[config.mk]
export PLATFORM = sky130hd
export DESIGN_NAME = ling_add_pipe_flat
export DESIGN_NICKNAME = d
export VERILOG_FILES = /design/src/rtl/ling_add_if.sv /design/src/rtl/ling_add_pipe.sv /design/src/flat_wrapper.sv
export SDC_FILE = /design/constraint.sdc
export NUM_CORES = 1
export LEC_CHECK = 0
export BUFFER_PORTS_ARGS = -buffer_cell sky130_fd_sc_hd__buf_2
export CAP_MARGIN = 0
export CORE_ASPECT_RATIO = 1.25
export CORE_UTILIZATION = 54
export DETAILED_ROUTE_END_ITERATION = 10
export PLACE_DENSITY = 0.81
export SKIP_LAST_GASP = 1
export SLEW_MARGIN = 20
export SYNTH_ARGS = -nofsm -noshare
export SYNTH_HDL_FRONTEND = slang
export SYNTH_SLANG_ARGS = --single-unit
[constraint.sdc]
create_clock -name clk -period 9.45 [get_ports clk]
set_input_delay 0.4725 -clock clk [delete_from_list [all_inputs] [get_ports clk]]
set_output_delay 0.4725 -clock clk [all_outputs]
set_load 0.005 [all_outputs]
[src/rtl/ling_add_if.sv]
// ling_add_if: operand/result handshake bundle for ling_add_pipe.
// When LING_ADD_OVF_EN is defined the bundle also carries the ovf flag.
interface ling_add_if #(
    parameter int WIDTH = 32
);
    logic             in_valid;
    logic             in_ready;
    logic [WIDTH-1:0] x;
    logic [WIDTH-1:0] y;
    logic             cin;
    logic             sub;
    logic             out_valid;
    logic             out_ready;
    logic [WIDTH:0]   s;
`ifdef LING_ADD_OVF_EN
    logic             ovf;
`endif

    modport master (
        output in_valid, x, y, cin, sub, out_ready,
        input  in_ready, out_valid, s
`ifdef LING_ADD_OVF_EN
        , ovf
`endif
    );

    modport slave (
        input  in_valid, x, y, cin, sub, out_ready,
        output in_ready, out_valid, s
`ifdef LING_ADD_OVF_EN
        , ovf
`endif
    );
endinterface

[src/rtl/ling_add_pipe.sv]
// ling_add_pipe: pipelined Ling adder/subtractor. The operand width is cut
// into STAGES segments of SEG bits; stage k adds segment k (LSB first) and
// hands its carry to stage k+1. Valid/ready handshake on both sides with a
// bubble-collapsing pipeline.
// Build option: LING_ADD_OVF_EN adds the registered signed-overflow output ovf.
module ling_add_pipe #(
    parameter int WIDTH  = 32,
    parameter int STAGES = 2
) (
    input  logic      clk,
    input  logic      rst,
    ling_add_if.slave bus
);
    localparam int SEG = WIDTH / STAGES;

    logic [STAGES-1:0] vld_q;
    logic [STAGES-1:0] cy_q;
    logic [STAGES-1:0] rdy;
    logic [STAGES-1:0] src_vld;
    logic [STAGES-1:0] src_cy;
    logic [STAGES-1:0] nxt_cy;
    logic [WIDTH-1:0]  sum_q   [STAGES];
    logic [WIDTH-1:0]  xo_q    [STAGES];
    logic [WIDTH-1:0]  yo_q    [STAGES];
    logic [WIDTH-1:0]  src_sum [STAGES];
    logic [WIDTH-1:0]  src_x   [STAGES];
    logic [WIDTH-1:0]  src_y   [STAGES];
    logic [WIDTH-1:0]  nxt_sum [STAGES];
    logic [SEG:0]      seg_r   [STAGES];

    // One SEG-bit Ling segment. h is the pseudo-carry; the real carry into
    // bit i is t[i-1] & h[i], with t[-1] taken as 1 so h[0] is the seed carry.
    // Returns {carry_out, sum}.
    function automatic logic [SEG:0] ling_seg(input logic [SEG-1:0] a,
                                              input logic [SEG-1:0] b,
                                              input logic           c0);
        logic [SEG-1:0] g;
        logic [SEG-1:0] t;
        logic [SEG-1:0] tprev;
        logic [SEG-1:0] c;
        logic [SEG:0]   h;
        g        = a & b;
        t        = a | b;
        tprev    = t << 1;
        tprev[0] = 1'b1;
        h        = '0;
        c        = '0;
        h[0]     = c0;
        for (int i = 0; i < SEG; i++) begin
            c[i]   = tprev[i] & h[i];
            h[i+1] = g[i] | (tprev[i] & h[i]);
        end
        return {t[SEG-1] & h[SEG], a ^ b ^ c};
    endfunction

    // Stage sources (ports for stage 0, previous register otherwise) and segment sums
    always_comb begin
        src_vld = '0;
        src_cy  = '0;
        nxt_cy  = '0;
        src_sum = '{default: '0};
        src_x   = '{default: '0};
        src_y   = '{default: '0};
        nxt_sum = '{default: '0};
        seg_r   = '{default: '0};
        src_vld[0] = bus.in_valid;
        src_cy[0]  = bus.cin;
        src_x[0]   = bus.x;
        src_y[0]   = bus.sub ? ~bus.y : bus.y;
        for (int k = 1; k < STAGES; k++) begin
            src_vld[k] = vld_q[k-1];
            src_cy[k]  = cy_q[k-1];
            src_sum[k] = sum_q[k-1];
            src_x[k]   = xo_q[k-1];
            src_y[k]   = yo_q[k-1];
        end
        for (int k = 0; k < STAGES; k++) begin
            seg_r[k]                 = ling_seg(src_x[k][k*SEG +: SEG],
                                                src_y[k][k*SEG +: SEG], src_cy[k]);
            nxt_sum[k]               = src_sum[k];
            nxt_sum[k][k*SEG +: SEG] = seg_r[k][SEG-1:0];
            nxt_cy[k]                = seg_r[k][SEG];
        end
    end

    // Stage k may load when it is empty or its contents move on this cycle
    always_comb begin
        rdy           = '0;
        rdy[STAGES-1] = ~vld_q[STAGES-1] | bus.out_ready;
        for (int k = STAGES - 2; k >= 0; k--) begin
            rdy[k] = ~vld_q[k] | rdy[k+1];
        end
    end

    // Pipeline registers; data only loads with a valid beat so s holds otherwise
    always_ff @(posedge clk or posedge rst) begin
        if (rst) begin
            vld_q <= '0;
            cy_q  <= '0;
            for (int k = 0; k < STAGES; k++) begin
                sum_q[k] <= '0;
                xo_q[k]  <= '0;
                yo_q[k]  <= '0;
            end
        end else begin
            for (int k = 0; k < STAGES; k++) begin
                if (rdy[k]) begin
                    vld_q[k] <= src_vld[k];
                    if (src_vld[k]) begin
                        sum_q[k] <= nxt_sum[k];
                        cy_q[k]  <= nxt_cy[k];
                        xo_q[k]  <= src_x[k];
                        yo_q[k]  <= src_y[k];
                    end
                end
            end
        end
    end

    assign bus.in_ready  = rdy[0];
    assign bus.out_valid = vld_q[STAGES-1];
    assign bus.s         = {cy_q[STAGES-1], sum_q[STAGES-1]};

`ifdef LING_ADD_OVF_EN
    logic ovf_q;
    logic nxt_ovf;

    // Carry into the MSB is recovered from the MSB sum bit; overflow when it differs from carry out
    assign nxt_ovf = nxt_cy[STAGES-1] ^ src_x[STAGES-1][WIDTH-1]
                   ^ src_y[STAGES-1][WIDTH-1] ^ nxt_sum[STAGES-1][WIDTH-1];

    // Overflow flag travels with the result in the last stage
    always_ff @(posedge clk or posedge rst) begin
        if (rst) begin
            ovf_q <= 1'b0;
        end else if (rdy[STAGES-1] && src_vld[STAGES-1]) begin
            ovf_q <= nxt_ovf;
        end
    end

    assign bus.ovf = ovf_q;
`endif
endmodule

[src/flat_wrapper.sv]
// flat-port wrapper written by rule: the top's interface ports become plain ports
module ling_add_pipe_flat 
#(
    parameter int WIDTH  = 32,
    parameter int STAGES = 2
)
  (clk, rst, bus_in_valid, bus_x, bus_y, bus_cin, bus_sub, bus_out_ready, bus_in_ready, bus_out_valid, bus_s);
  ling_add_if #(.WIDTH(WIDTH)) bus_i ();
  input  logic clk;
  input  logic rst;
  input wire logic [$bits(bus_i.in_valid)-1:0] bus_in_valid;
  input wire logic [$bits(bus_i.x)-1:0] bus_x;
  input wire logic [$bits(bus_i.y)-1:0] bus_y;
  input wire logic [$bits(bus_i.cin)-1:0] bus_cin;
  input wire logic [$bits(bus_i.sub)-1:0] bus_sub;
  input wire logic [$bits(bus_i.out_ready)-1:0] bus_out_ready;
  output wire logic [$bits(bus_i.in_ready)-1:0] bus_in_ready;
  output wire logic [$bits(bus_i.out_valid)-1:0] bus_out_valid;
  output wire logic [$bits(bus_i.s)-1:0] bus_s;
  assign bus_i.in_valid = bus_in_valid;
  assign bus_i.x = bus_x;
  assign bus_i.y = bus_y;
  assign bus_i.cin = bus_cin;
  assign bus_i.sub = bus_sub;
  assign bus_i.out_ready = bus_out_ready;
  assign bus_in_ready = bus_i.in_ready;
  assign bus_out_valid = bus_i.out_valid;
  assign bus_s = bus_i.s;
  ling_add_pipe #(.WIDTH(WIDTH), .STAGES(STAGES)) u_core (.clk(clk), .rst(rst), .bus(bus_i));
endmodule
==> results.py, run 1 <==
metrics = {
    "min_path": {
        "min-delay-path-class": "in -> async",
    },
    "clocking": {
        "clock-root-buffer": "sky130_fd_sc_hd__clkbuf_8",
        "cts.htree.levels": 3,
        "post_cts_hold_buffer_count": 0,
        "cts.sinks": 84,
        "post_cts_resized": 0,
        "max-clock-path-buffers": 2,
        "worst_skew_pair.late_latency_ns": 0.33,
        "tritoncts": "built",
        "cts_post_setup_buffers_inserted": 0,
        "cts_inserted_buffers": 9,
        "worst_setup_hold_path_clk_slew_ns": 0.08,
    },
    "worst_setup_path": {
        "path_common_cell": "sky130_fd_sc_hd__fa_1",
        "crit_arrival_ns": 7.90,
        "crit_type": "reg -> reg",
        "worst-endpoint-required_ns": 9.70,
        "critPathLaunchType": "flip-flop",
        "critical_path_buf_inv_count": 5,
        "worstPathMaxFanout": 2,
        "end_kind": "flip-flop",
        "timing.critical_path.slowest_cell_delay_ns": 0.48,
        "crit_slowest_cell": "sky130_fd_sc_hd__fa_1",
        "crit_chain": "inv_1 > fa_1 > inv_1 > fa_1 > fa_1 > fa_1 > fa_1 > fa_1 > fa_1 > fa_1 > fa_1 > fa_1 > fa_1 > fa_1 > fa_1 > inv_1 > fa_1 > inv_1 > fa_1 > inv_1 > fa_1 > mux2i_1",
        "largest_delay_share_family_worst_path": "adder cells",
    },
    "grt": {
        "number_of_antenna_violations_at_the_first_check_in_global_routing": 0,
        "overflow": 0,
        "grt_util_all_layers": 0.188,
        "first_pass_grt_wire_length_um": 11500,
        "grt_pass1_vias": 2486,
        "grt_start_max_net_pins": 85,
    },
    "synth": {
        "synth_nets": 395,
        "synth_cells": 293,
        "synth_sequential_area_ratio": 0.488,
        "synth_cell_types": 20,
        "synth_area_per_cell_sq_um": 14.7,
        "yosys_warnings": 0,
        "ys_ff_latch": 84,
        "post_synth_instance_area_sq_um": 4310,
    },
    "detailed_routing": {
        "drcViolationCount": 0,
        "dr_total_vias": 2403,
        "drtPass1Iterations": 4,
        "drt_iter0_markers": 80,
        "avgViaCountPerCell": 4.84,
        "final_antenna_net_count": 0,
        "finalWirelength_um": 7280,
        "post_drt_wl_per_cell_um": 14.7,
    },
    "timing": {
        "finalClockSkew_ns": 0.00495,
        "timing.setup.tns_ns": 0,
        "final.period_utilization": 0.810,
        "achievable-frequency_mhz": 131,
        "endpoints_failing_setup": 0,
        "final-max-slew-violation-count": 0,
        "tightest_slew_ns": 0.897,
        "relSlewSlack": 0.400,
        "rsz_0062_raised_after_global_routing": "no",
        "fin_hold_ws_ns": 0.313,
        "layout_min_cycle_time_ns": 7.65,
        "timing_hold_violations_final": 0,
    },
    "floorplanning": {
        "die_h_um": 102,
        "die_area_sq_um": 8340,
        "fp.dieW_um": 81.9,
        "number_of_top_level_design_ports": 105,
        "rows": 36,
        "core_area_sq_um": 7750,
        "initial_core_util": 0.556,
    },
    "power": {
        "max-vdd-ir-drop_v": 0.000125,
        "leakage_nw": 2.48,
        "power_per_cell_area_nw_per_um2": 225,
    },
    "finish": {
        "final_layout_size_suffix_gt1_frac": 0.466,
        "area_delta_synth_final_pct": 16.0,
        "insertedDiodeCount": 0,
        "finalNetCount": 499,
    },
    "placed_design": {
        "hpwlAfterDp_um": 5120,
        "io_buffer_count": 104,
        "finalWeightedCongestion": 0.749,
    },
    "outcome": {
        "run_status": "finished clean",
    },
    "flow_run": {
        "maxCapViolations": 0,
    },
}
tightest hold or removal path: cells and delay by family:
family | cells | cell delay (ns)
buf+inv | 3 | 0.69
per-layer routing:
layer,global-route usage,part of all wire,vias up
li1,-,-,1138
met1,0.242,0.43,1184
met2,0.306,0.50,72
met3,0.0357,0.057,9
met4,0.0850,0.014,0
met5,0,0,-
power breakdown:
part / internal (mW) / switching (mW) / leakage (nW)
clock network: 0.108 / 0.117 / 0.0893
registers: 0.482 / 0.0632 / 0.976
logic: 0.204 / 0.151 / 1.42
total: 0.794 / 0.331 / 2.48
placed cells by master, fill, tap and decap left out, drive strengths merged:
| cell | n |
|---|---|
| fa | 32 |
| inv | 41 |
| or2b | 2 |
| clkinv | 3 |
| a31oi | 2 |
| buf | 106 |
| nand2b | 1 |
| xor2 | 17 |
| mux2 | 63 |
| nand2 | 2 |
| dfrtp | 84 |
| clkbuf | 13 |
| mux2i | 17 |
| a21oi | 2 |
| xnor2 | 15 |
| nand3b | 1 |
cell type report:
| class | instances | area (sq um) |
|---|---|---|
| clock buffer | 13 | 159 |
| multi-input combinational | 154 | 1910 |
| fill | 616 | 2750 |
| timing repair buffer | 106 | 539 |
| inverter | 42 | 159 |
| tap | 95 | 119 |
| clock inverter | 2 | 10.0 |
| sequential | 84 | 2100 |
per-stage QoR:
stage                     power, mW  setup slack, ns  utilization  cell area [sq um]  cells
after detailed placement      0.919             1.59        0.623               4820    481
after floorplan               0.779             2.10            -               4310    293
after global routing           1.22             1.37        0.645               5000    496
final                          1.12             1.80        0.645               5000    496
after CTS                      1.15             1.69        0.645               4990    496
after global placement        0.893             1.77        0.623               4820    481
sequential cells by signal, summed over array words and instances (netlist names):
register,flops
u_core.cy_q,2
u_core.nxt_sum,16
u_core.vld_q,2
u_core.src_x,16
u_core.src_y,16
u_core.bus.s,32
cells by family after synthesis:
kind of cell | synth area share
flops | 0.488
xor+xnor | 0.0650
simple gates | 0.0139
buf+inv | 0.0691
fa+ha+maj | 0.149
compound gates | 0.00523
mux | 0.210
cell usage after synthesis:
cell                       number  area (sq um)
sky130_fd_sc_hd__dfrtp_1       84          2100
sky130_fd_sc_hd__nand2_4        1          11.3
sky130_fd_sc_hd__mux2i_1       17           170
sky130_fd_sc_hd__or2b_1         1          7.51
sky130_fd_sc_hd__a21oi_1        2          10.0
sky130_fd_sc_hd__mux2_2        56           631
sky130_fd_sc_hd__mux2_4         7           105
sky130_fd_sc_hd__fa_1          32           641
sky130_fd_sc_hd__nand2_2        1          6.26
sky130_fd_sc_hd__a31oi_1        2          12.5
sky130_fd_sc_hd__nand3b_4       1          20.0
sky130_fd_sc_hd__buf_12         2          40.0
sky130_fd_sc_hd__buf_4          3          22.5
sky130_fd_sc_hd__inv_1         42           158
sky130_fd_sc_hd__buf_6          6          67.6
sky130_fd_sc_hd__xnor2_1       15           131
sky130_fd_sc_hd__nand2b_1       1          6.26
sky130_fd_sc_hd__or2b_2         1          8.76
sky130_fd_sc_hd__xor2_1        17           149
sky130_fd_sc_hd__buf_2          2          10.0
worst paths after layout:
| check | from | end | slack [ns] | depth (start not counted) |
|---|---|---|---|---|
| max in group asynchronous | rst | u_core.src_y[21]$_DFFE_PP0P_ | 8.58 | 3 |
| hold / removal | rst | u_core.src_x[17]$_DFFE_PP0P_ | 0.31 | 3 |
| setup / recovery | u_core.src_y[16]$_DFFE_PP0P_ | u_core.bus.s[31]$_DFFE_PP0P_ | 1.80 | 22 |
| setup reg to reg | u_core.src_y[16]$_DFFE_PP0P_ | u_core.bus.s[31]$_DFFE_PP0P_ | 1.80 | 22 |
| hold reg to reg | u_core.bus.s[23]$_DFFE_PP0P_ | u_core.bus.s[23]$_DFFE_PP0P_ | 0.50 | 1 |
| min in group clk | bus_x[27] | u_core.src_x[27]$_DFFE_PP0P_ | 0.37 | 2 |
No activity file was read; power rests on OpenSTA's default activity.
==> inputs of run 2 (changes only) <==
Settings changed: ABC_AREA set to 1, CORE_UTILIZATION 54 to 49, PLACE_DENSITY 0.81 to 0.77.
Clock period 9.45 ns to 6.85 ns, I/O delays scaled along.
==> results.py, run 2 <==
metrics = {
    "grt": {
        "overflow": 0,
        "number_of_antenna_violations_at_the_first_check_in_global_routing": 0,
        "first_pass_grt_wire_length_um": 15700,
        "grt_pass1_vias": 3433,
        "grt_util_all_layers": 0.219,
        "grt_start_max_net_pins": 85,
    },
    "worst_setup_path": {
        "timing.critical_path.from": "u_core.cy_q[0]$_DFFE_PP0P_",
        "r2r_path_start": "u_core.cy_q[0]$_DFFE_PP0P_",
        "worst-endpoint-required_ns": 7.14,
        "crit_type": "reg -> reg",
        "end_kind": "flip-flop",
        "worstRegToRegCells": 22,
        "worstPathMaxFanout": 2,
        "crit_arrival_ns": 6.90,
        "critPathLaunchType": "flip-flop",
    },
    "detailed_routing": {
        "drcViolationCount": 0,
        "avgViaCountPerCell": 4.78,
        "finalWirelength_um": 9260,
        "drt_iter0_markers": 231,
        "drtPass1Iterations": 4,
        "final_antenna_net_count": 0,
        "post_drt_wl_per_cell_um": 12.8,
        "dr_total_vias": 3451,
    },
    "synth": {
        "ys_ff_latch": 84,
        "most_frequent_cells_after_synthesis": "sky130_fd_sc_hd__nand2_1, sky130_fd_sc_hd__dfrtp_1, sky130_fd_sc_hd__nand3_1",
        "synth_cells": 506,
        "synth_sequential_area_ratio": 0.470,
        "synth_nets": 608,
        "post-synth-top-area-fraction": 0.470,
        "synth_cell_types": 16,
        "post_synth_instance_area_sq_um": 4470,
        "synth_area_per_cell_sq_um": 8.84,
        "synth_enable_flop_cells": 0,
        "synth.most_common_cell": "sky130_fd_sc_hd__nand2_1",
        "yosys_warnings": 0,
        "synthFlopType": "sky130_fd_sc_hd__dfrtp_1",
        "dominant_cells_by_area_after_synthesis": "sky130_fd_sc_hd__dfrtp_1, sky130_fd_sc_hd__nand2_1, sky130_fd_sc_hd__fa_1, sky130_fd_sc_hd__nand3_1, sky130_fd_sc_hd__inv_1",
        "synth-async-reset-ratio": 1.00,
        "post-synth-top-area-cell": "sky130_fd_sc_hd__dfrtp_1",
    },
    "timing": {
        "rsz_0062_raised_after_global_routing": "no",
        "final-max-slew-violation-count": 0,
        "layout_min_cycle_time_ns": 6.61,
        "relSlewSlack": 0.399,
        "final.period_utilization": 0.965,
        "tightest_slew_ns": 0.899,
        "achievable-frequency_mhz": 151,
        "timing_hold_violations_final": 0,
        "endpoints_failing_setup": 0,
        "setup_slack_ns": 0.240,
        "finalClockSkew_ns": 0.00562,
    },
    "clocking": {
        "cts_inserted_buffers": 9,
        "cts.sinks": 84,
        "worst_skew_pair.late_latency_ns": 0.36,
        "tritoncts": "built",
        "worst_setup_hold_path_clk_slew_ns": 0.08,
        "clock-root-buffer": "sky130_fd_sc_hd__clkbuf_8",
        "max-clock-path-buffers": 2,
        "cts.htree.levels": 3,
        "post_cts_hold_buffer_count": 0,
    },
    "finish": {
        "final_layout_size_suffix_gt1_frac": 0.246,
        "insertedDiodeCount": 0,
        "most_common_library_cell_in_the_layout_ignoring_fill_and_taps": "sky130_fd_sc_hd__nand2_1",
        "finalNetCount": 699,
        "most-common-layout-cells": "sky130_fd_sc_hd__nand2_1, sky130_fd_sc_hd__buf_2, sky130_fd_sc_hd__dfrtp_1",
        "final_cell_count_no_fill": 722,
        "area_delta_synth_final_pct": 19.4,
        "largest_register_ff_count": 32,
    },
    "power": {
        "power_per_cell_area_nw_per_um2": 303,
        "max-vdd-ir-drop_v": 0.000125,
        "leakage_nw": 2.97,
    },
    "placed_design": {
        "io_buffer_count": 104,
        "numPlacedInstances": 706,
        "hpwlAfterDp_um": 6620,
        "finalWeightedCongestion": 0.852,
        "placement.setup.worst_slack_ns": -0.298,
    },
    "floorplanning": {
        "core_area_sq_um": 8750,
        "die_h_um": 109,
        "initial_core_util": 0.511,
        "rows": 38,
        "fp.dieW_um": 87.5,
        "number_of_top_level_design_ports": 105,
        "die_area_sq_um": 9520,
    },
    "flow_run": {
        "maxCapViolations": 0,
    },
    "min_path": {
        "min-delay-path-class": "in -> async",
    },
    "outcome": {
        "run_status": "finished clean",
    },
}
[run 2: changes by cell type in the layout (fill, tap and decap cells not counted), moves of 12 or more]
cell / previous run / this run
sky130_fd_sc_hd__fa_1: 32 / 16
sky130_fd_sc_hd__mux2i_1: 17 / 0
sky130_fd_sc_hd__nand3_1: 0 / 66
sky130_fd_sc_hd__mux2_2: 56 / 0
sky130_fd_sc_hd__fa_2: 0 / 16
sky130_fd_sc_hd__nand2_1: 0 / 212
sky130_fd_sc_hd__nand3b_1: 0 / 12
sky130_fd_sc_hd__xor2_1: 17 / 3
[run 2: cells by family (layout without fill, tap and decap cells)]
logic type	count (synthesis)	after routing	synth area share
xor+xnor	16	16	0.0313
fa+ha+maj	32	32	0.143
buf+inv	78	174	0.0755
flops	84	84	0.470
simple gates	292	292	0.276
compound gates	4	4	0.00448
[run 2: per-layer routing]
layer | track usage | vias to the layer above | routed length, um
met5 | 0 | - | 0
met4 | 0.0831 | 0 | 185
met3 | 0.0704 | 12 | 528
met2 | 0.362 | 90 | 4530
met1 | 0.268 | 1628 | 4020
li1 | - | 1721 | -
[run 2: cell type report]
cell class,instances,area (sq um)
fillers,823,3410
well taps,120,150
flip-flops and latches,84,2100
clock buffers,12,155
multi-input cells,344,2080
repair buffers,112,584
inverters,46,174
clock inverters,4,95.1
[run 2: worst paths after layout]
| check | slack, ns | end |
|---|---|---|
| worst max-delay path | 0.24 | u_core.bus.s[31]$_DFFE_PP0P_ |
| worst min-delay path | 0.17 | u_core.src_y[28]$_DFFE_PP0P_ |
| worst max register to register | 0.24 | u_core.bus.s[31]$_DFFE_PP0P_ |
| worst min register to register | 0.47 | u_core.bus.s[12]$_DFFE_PP0P_ |
| max in group asynchronous | 6.17 | u_core.nxt_sum[6]$_DFFE_PP0P_ |
| min in group clk | 0.21 | u_core.src_x[27]$_DFFE_PP0P_ |
[run 2: critical path, cell delays in order, from the launching register on]
cell and delay, ns:
sky130_fd_sc_hd__dfrtp_1 0.39, sky130_fd_sc_hd__inv_1 0.08, sky130_fd_sc_hd__fa_1 0.18, sky130_fd_sc_hd__inv_1 0.06, sky130_fd_sc_hd__fa_2 0.39, sky130_fd_sc_hd__fa_2 0.39
sky130_fd_sc_hd__fa_2 0.36, sky130_fd_sc_hd__fa_2 0.39, sky130_fd_sc_hd__fa_2 0.35, sky130_fd_sc_hd__fa_2 0.36, sky130_fd_sc_hd__fa_2 0.38, sky130_fd_sc_hd__fa_2 0.36
sky130_fd_sc_hd__fa_2 0.40, sky130_fd_sc_hd__fa_2 0.37, sky130_fd_sc_hd__fa_2 0.36, sky130_fd_sc_hd__fa_2 0.40, sky130_fd_sc_hd__inv_2 0.07, sky130_fd_sc_hd__fa_1 0.16
sky130_fd_sc_hd__inv_1 0.06, sky130_fd_sc_hd__fa_1 0.41, sky130_fd_sc_hd__inv_1 0.09, sky130_fd_sc_hd__fa_1 0.38, sky130_fd_sc_hd__o21ai_0 0.15
[run 2: repair_timing]
item / CTS / global route
resized for setup: 3 / 0
endpoints found under the setup margin: 2 / 1
pin swaps: 4 / 4
buffers inserted: 0 / 0
[run 2: power breakdown]
group          total [mW]  switching (mW)  internal [mW]
Combinational       0.465           0.252          0.213
Sequential          0.722          0.0835          0.639
Clock               0.430           0.168          0.262
[run 2: through the flow]
step	hold slack, ns	cell area (sq um)	power, mW	TNS (ns)	utilization
2_1_floorplan	0.442	4520	1.02	-0.00985	-
3_5_place_dp	0.454	5080	1.21	-0.559	0.581
6_report	0.167	5340	1.62	0	0.611
5_1_grt	0.204	5340	1.74	0	0.611
4_1_cts	0.192	5340	1.64	0	0.610
3_3_place_gp	0.450	5080	1.18	-0.172	0.581
==> inputs of run 3 (changes only) <==
Settings changed: MAX_ROUTING_LAYER set to met4.
==> results.py, run 3 (same netlist as run 2, synthesis figures left out) <==
metrics = {
    "outcome": {
        "run_status": "finished clean",
    },
    "clocking": {
        "clock-root-buffer": "sky130_fd_sc_hd__clkbuf_8",
        "cts.sinks": 84,
        "worst_setup_hold_path_clk_slew_ns": 0.08,
        "worst_skew_pair.late_latency_ns": 0.36,
        "cts.htree.levels": 3,
        "post_cts_hold_buffer_count": 0,
        "max-clock-path-buffers": 2,
        "cts_post_setup_buffers_inserted": 0,
        "tritoncts": "built",
        "cts_inserted_buffers": 9,
    },
    "timing": {
        "endpoints_failing_setup": 0,
        "achievable-frequency_mhz": 151,
        "final.period_utilization": 0.966,
        "setup_slack_ns": 0.231,
        "rsz_0062_raised_after_global_routing": "no",
        "relSlewSlack": 0.405,
        "finalClockSkew_ns": 0.00640,
        "timing.setup.tns_ns": 0,
        "fin_hold_ws_ns": 0.150,
        "timing_hold_violations_final": 0,
        "tightest_slew_ns": 0.889,
        "final-max-slew-violation-count": 0,
        "layout_min_cycle_time_ns": 6.62,
    },
    "detailed_routing": {
        "dr_total_vias": 3448,
        "uppermost_metal_layer_occupied_by_signal_nets": "met4",
        "final_antenna_net_count": 0,
        "avgViaCountPerCell": 4.78,
        "drcViolationCount": 0,
        "drt_iter0_markers": 215,
        "m1WireLength_um": 3930,
        "post_drt_wl_per_cell_um": 12.7,
        "met3WireLength_um": 540,
        "finalWirelength_um": 9190,
        "routed_met2_length_um": 4530,
        "drtPass1Iterations": 4,
    },
    "worst_setup_path": {
        "crit_chain": "inv_1 > fa_1 > inv_1 > fa_2 > fa_2 > fa_2 > fa_2 > fa_2 > fa_2 > fa_2 > fa_2 > fa_2 > fa_2 > fa_2 > fa_2 > inv_2 > fa_1 > inv_1 > fa_1 > inv_1 > fa_1 > o21ai_0",
        "number_of_cells_on_the_critical_path": 22,
        "critPathLaunchType": "flip-flop",
        "timing.critical_path.slowest_cell_delay_ns": 0.41,
        "largest_delay_share_family_worst_path": "adder cells",
        "end_of_the_worst_register_to_register_path": "u_core.bus.s[31]$_DFFE_PP0P_",
        "path_common_cell": "sky130_fd_sc_hd__fa_2",
        "worstPathMaxFanout": 2,
        "worstRegToRegCells": 22,
        "crit_slowest_cell": "sky130_fd_sc_hd__fa_1",
        "critical_path_buf_inv_count": 5,
        "worst-endpoint-required_ns": 7.14,
        "end_kind": "flip-flop",
        "crit_type": "reg -> reg",
        "crit_arrival_ns": 6.90,
        "r2r_path_start": "u_core.cy_q[0]$_DFFE_PP0P_",
        "r2r_setup_slk_ns": 0.23,
    },
    "placed_design": {
        "finalWeightedCongestion": 0.865,
        "hpwlAfterDp_um": 6620,
        "placement.setup.worst_slack_ns": -0.298,
        "io_buffer_count": 104,
    },
    "min_path": {
        "min-delay-path-class": "in -> async",
    },
    "floorplanning": {
        "number_of_top_level_design_ports": 105,
        "die_area_sq_um": 9520,
        "fp.dieW_um": 87.5,
        "rows": 38,
        "die_h_um": 109,
        "core_area_sq_um": 8750,
        "initial_core_util": 0.511,
    },
    "grt": {
        "overflow": 0,
        "grt_util_all_layers": 0.225,
        "number_of_antenna_violations_at_the_first_check_in_global_routing": 0,
        "grt_start_max_net_pins": 85,
        "first_pass_grt_wire_length_um": 15600,
        "grt_pass1_vias": 3427,
    },
    "finish": {
        "largest_register_ff_count": 32,
        "insertedDiodeCount": 0,
        "area_delta_synth_final_pct": 19.4,
        "finalNetCount": 699,
        "most_common_library_cell_in_the_layout_ignoring_fill_and_taps": "sky130_fd_sc_hd__nand2_1",
        "final_layout_size_suffix_gt1_frac": 0.246,
        "most-common-layout-cells": "sky130_fd_sc_hd__nand2_1, sky130_fd_sc_hd__buf_2, sky130_fd_sc_hd__dfrtp_1",
    },
    "power": {
        "combinational_group_share_of_total_power": 0.287,
        "power.share.sequential": 0.447,
        "leakage_nw": 2.97,
        "power_per_cell_area_nw_per_um2": 303,
        "cell_internal_pwr_mw": 1.11,
        "switchingPower_uw": 504,
        "power_switching_share": 0.311,
        "clock_power_share": 0.266,
        "max-vdd-ir-drop_v": 0.000125,
    },
    "flow_run": {
        "maxCapViolations": 0,
    },
}
[run 3: cell counts in the layout (fill, tap and decap cells not counted)]
No cell type changed its count.
[run 3: worst register-to-register path, cell delays in order, from the launching register on]
cell and delay (ns):
sky130_fd_sc_hd__dfrtp_1 0.39, sky130_fd_sc_hd__inv_1 0.08, sky130_fd_sc_hd__fa_1 0.18, sky130_fd_sc_hd__inv_1 0.06, sky130_fd_sc_hd__fa_2 0.39, sky130_fd_sc_hd__fa_2 0.40
sky130_fd_sc_hd__fa_2 0.36, sky130_fd_sc_hd__fa_2 0.39, sky130_fd_sc_hd__fa_2 0.35, sky130_fd_sc_hd__fa_2 0.36, sky130_fd_sc_hd__fa_2 0.38, sky130_fd_sc_hd__fa_2 0.36
sky130_fd_sc_hd__fa_2 0.40, sky130_fd_sc_hd__fa_2 0.37, sky130_fd_sc_hd__fa_2 0.36, sky130_fd_sc_hd__fa_2 0.40, sky130_fd_sc_hd__inv_2 0.07, sky130_fd_sc_hd__fa_1 0.16
sky130_fd_sc_hd__inv_1 0.06, sky130_fd_sc_hd__fa_1 0.41, sky130_fd_sc_hd__inv_1 0.09, sky130_fd_sc_hd__fa_1 0.38, sky130_fd_sc_hd__o21ai_0 0.15
[run 3: area by class of cell]
cell class	count	area [sq um]
clock buffers	12	155
clock inverters	4	95.1
fillers	823	3410
inverters	46	174
multi-input cells	344	2080
flip-flops and latches	84	2100
well taps	120	150
repair buffers	112	584
[run 3: worst max path at each step]
stage,to,slack (ns),startpoint
final,u_core.bus.s[31]$_DFFE_PP0P_,0.23,u_core.cy_q[0]$_DFFE_PP0P_
after global placement,u_core.bus.s[31]$_DFFE_PP0P_,-0.17,u_core.cy_q[0]$_DFFE_PP0P_
after detailed placement,u_core.bus.s[31]$_DFFE_PP0P_,-0.30,u_core.cy_q[0]$_DFFE_PP0P_
after floorplan,u_core.bus.s[31]$_DFFE_PP0P_,-0.01,u_core.cy_q[0]$_DFFE_PP0P_
after global routing,u_core.bus.s[31]$_DFFE_PP0P_,0.002,u_core.cy_q[0]$_DFFE_PP0P_
after CTS,u_core.bus.s[31]$_DFFE_PP0P_,0.05,u_core.cy_q[0]$_DFFE_PP0P_
[run 3: timing repair]
item / CTS / global route
pin swaps: 4 / 4
setup endpoints to repair: 2 / 1
gates resized for setup: 3 / 0
[run 3: metal layers]
layer  GRT usage  up-vias
li1            -     1719
met1       0.267     1622
met2       0.362       94
met3      0.0689       13
met4      0.0831        0
met5           -        -
[run 3: through the flow]
step / total power, mW / cell area (sq um) / utilization / std cells
floorplan: 1.02 / 4520 / - / 506
global placement: 1.18 / 5080 / 0.581 / 706
detailed placement: 1.21 / 5080 / 0.581 / 706
CTS: 1.64 / 5340 / 0.610 / 722
global route: 1.74 / 5340 / 0.611 / 722
finish: 1.62 / 5340 / 0.611 / 722
[run 3: power by group through the flow]
stage          clock network, mW  registers, mW  logic, mW
2_1_floorplan                  0          0.729      0.288
3_3_place_gp                   0          0.726      0.455
3_5_place_dp                   0          0.731      0.475
4_1_cts                    0.440          0.723      0.476
5_1_grt                    0.462          0.741      0.542
6_report                   0.430          0.723      0.464
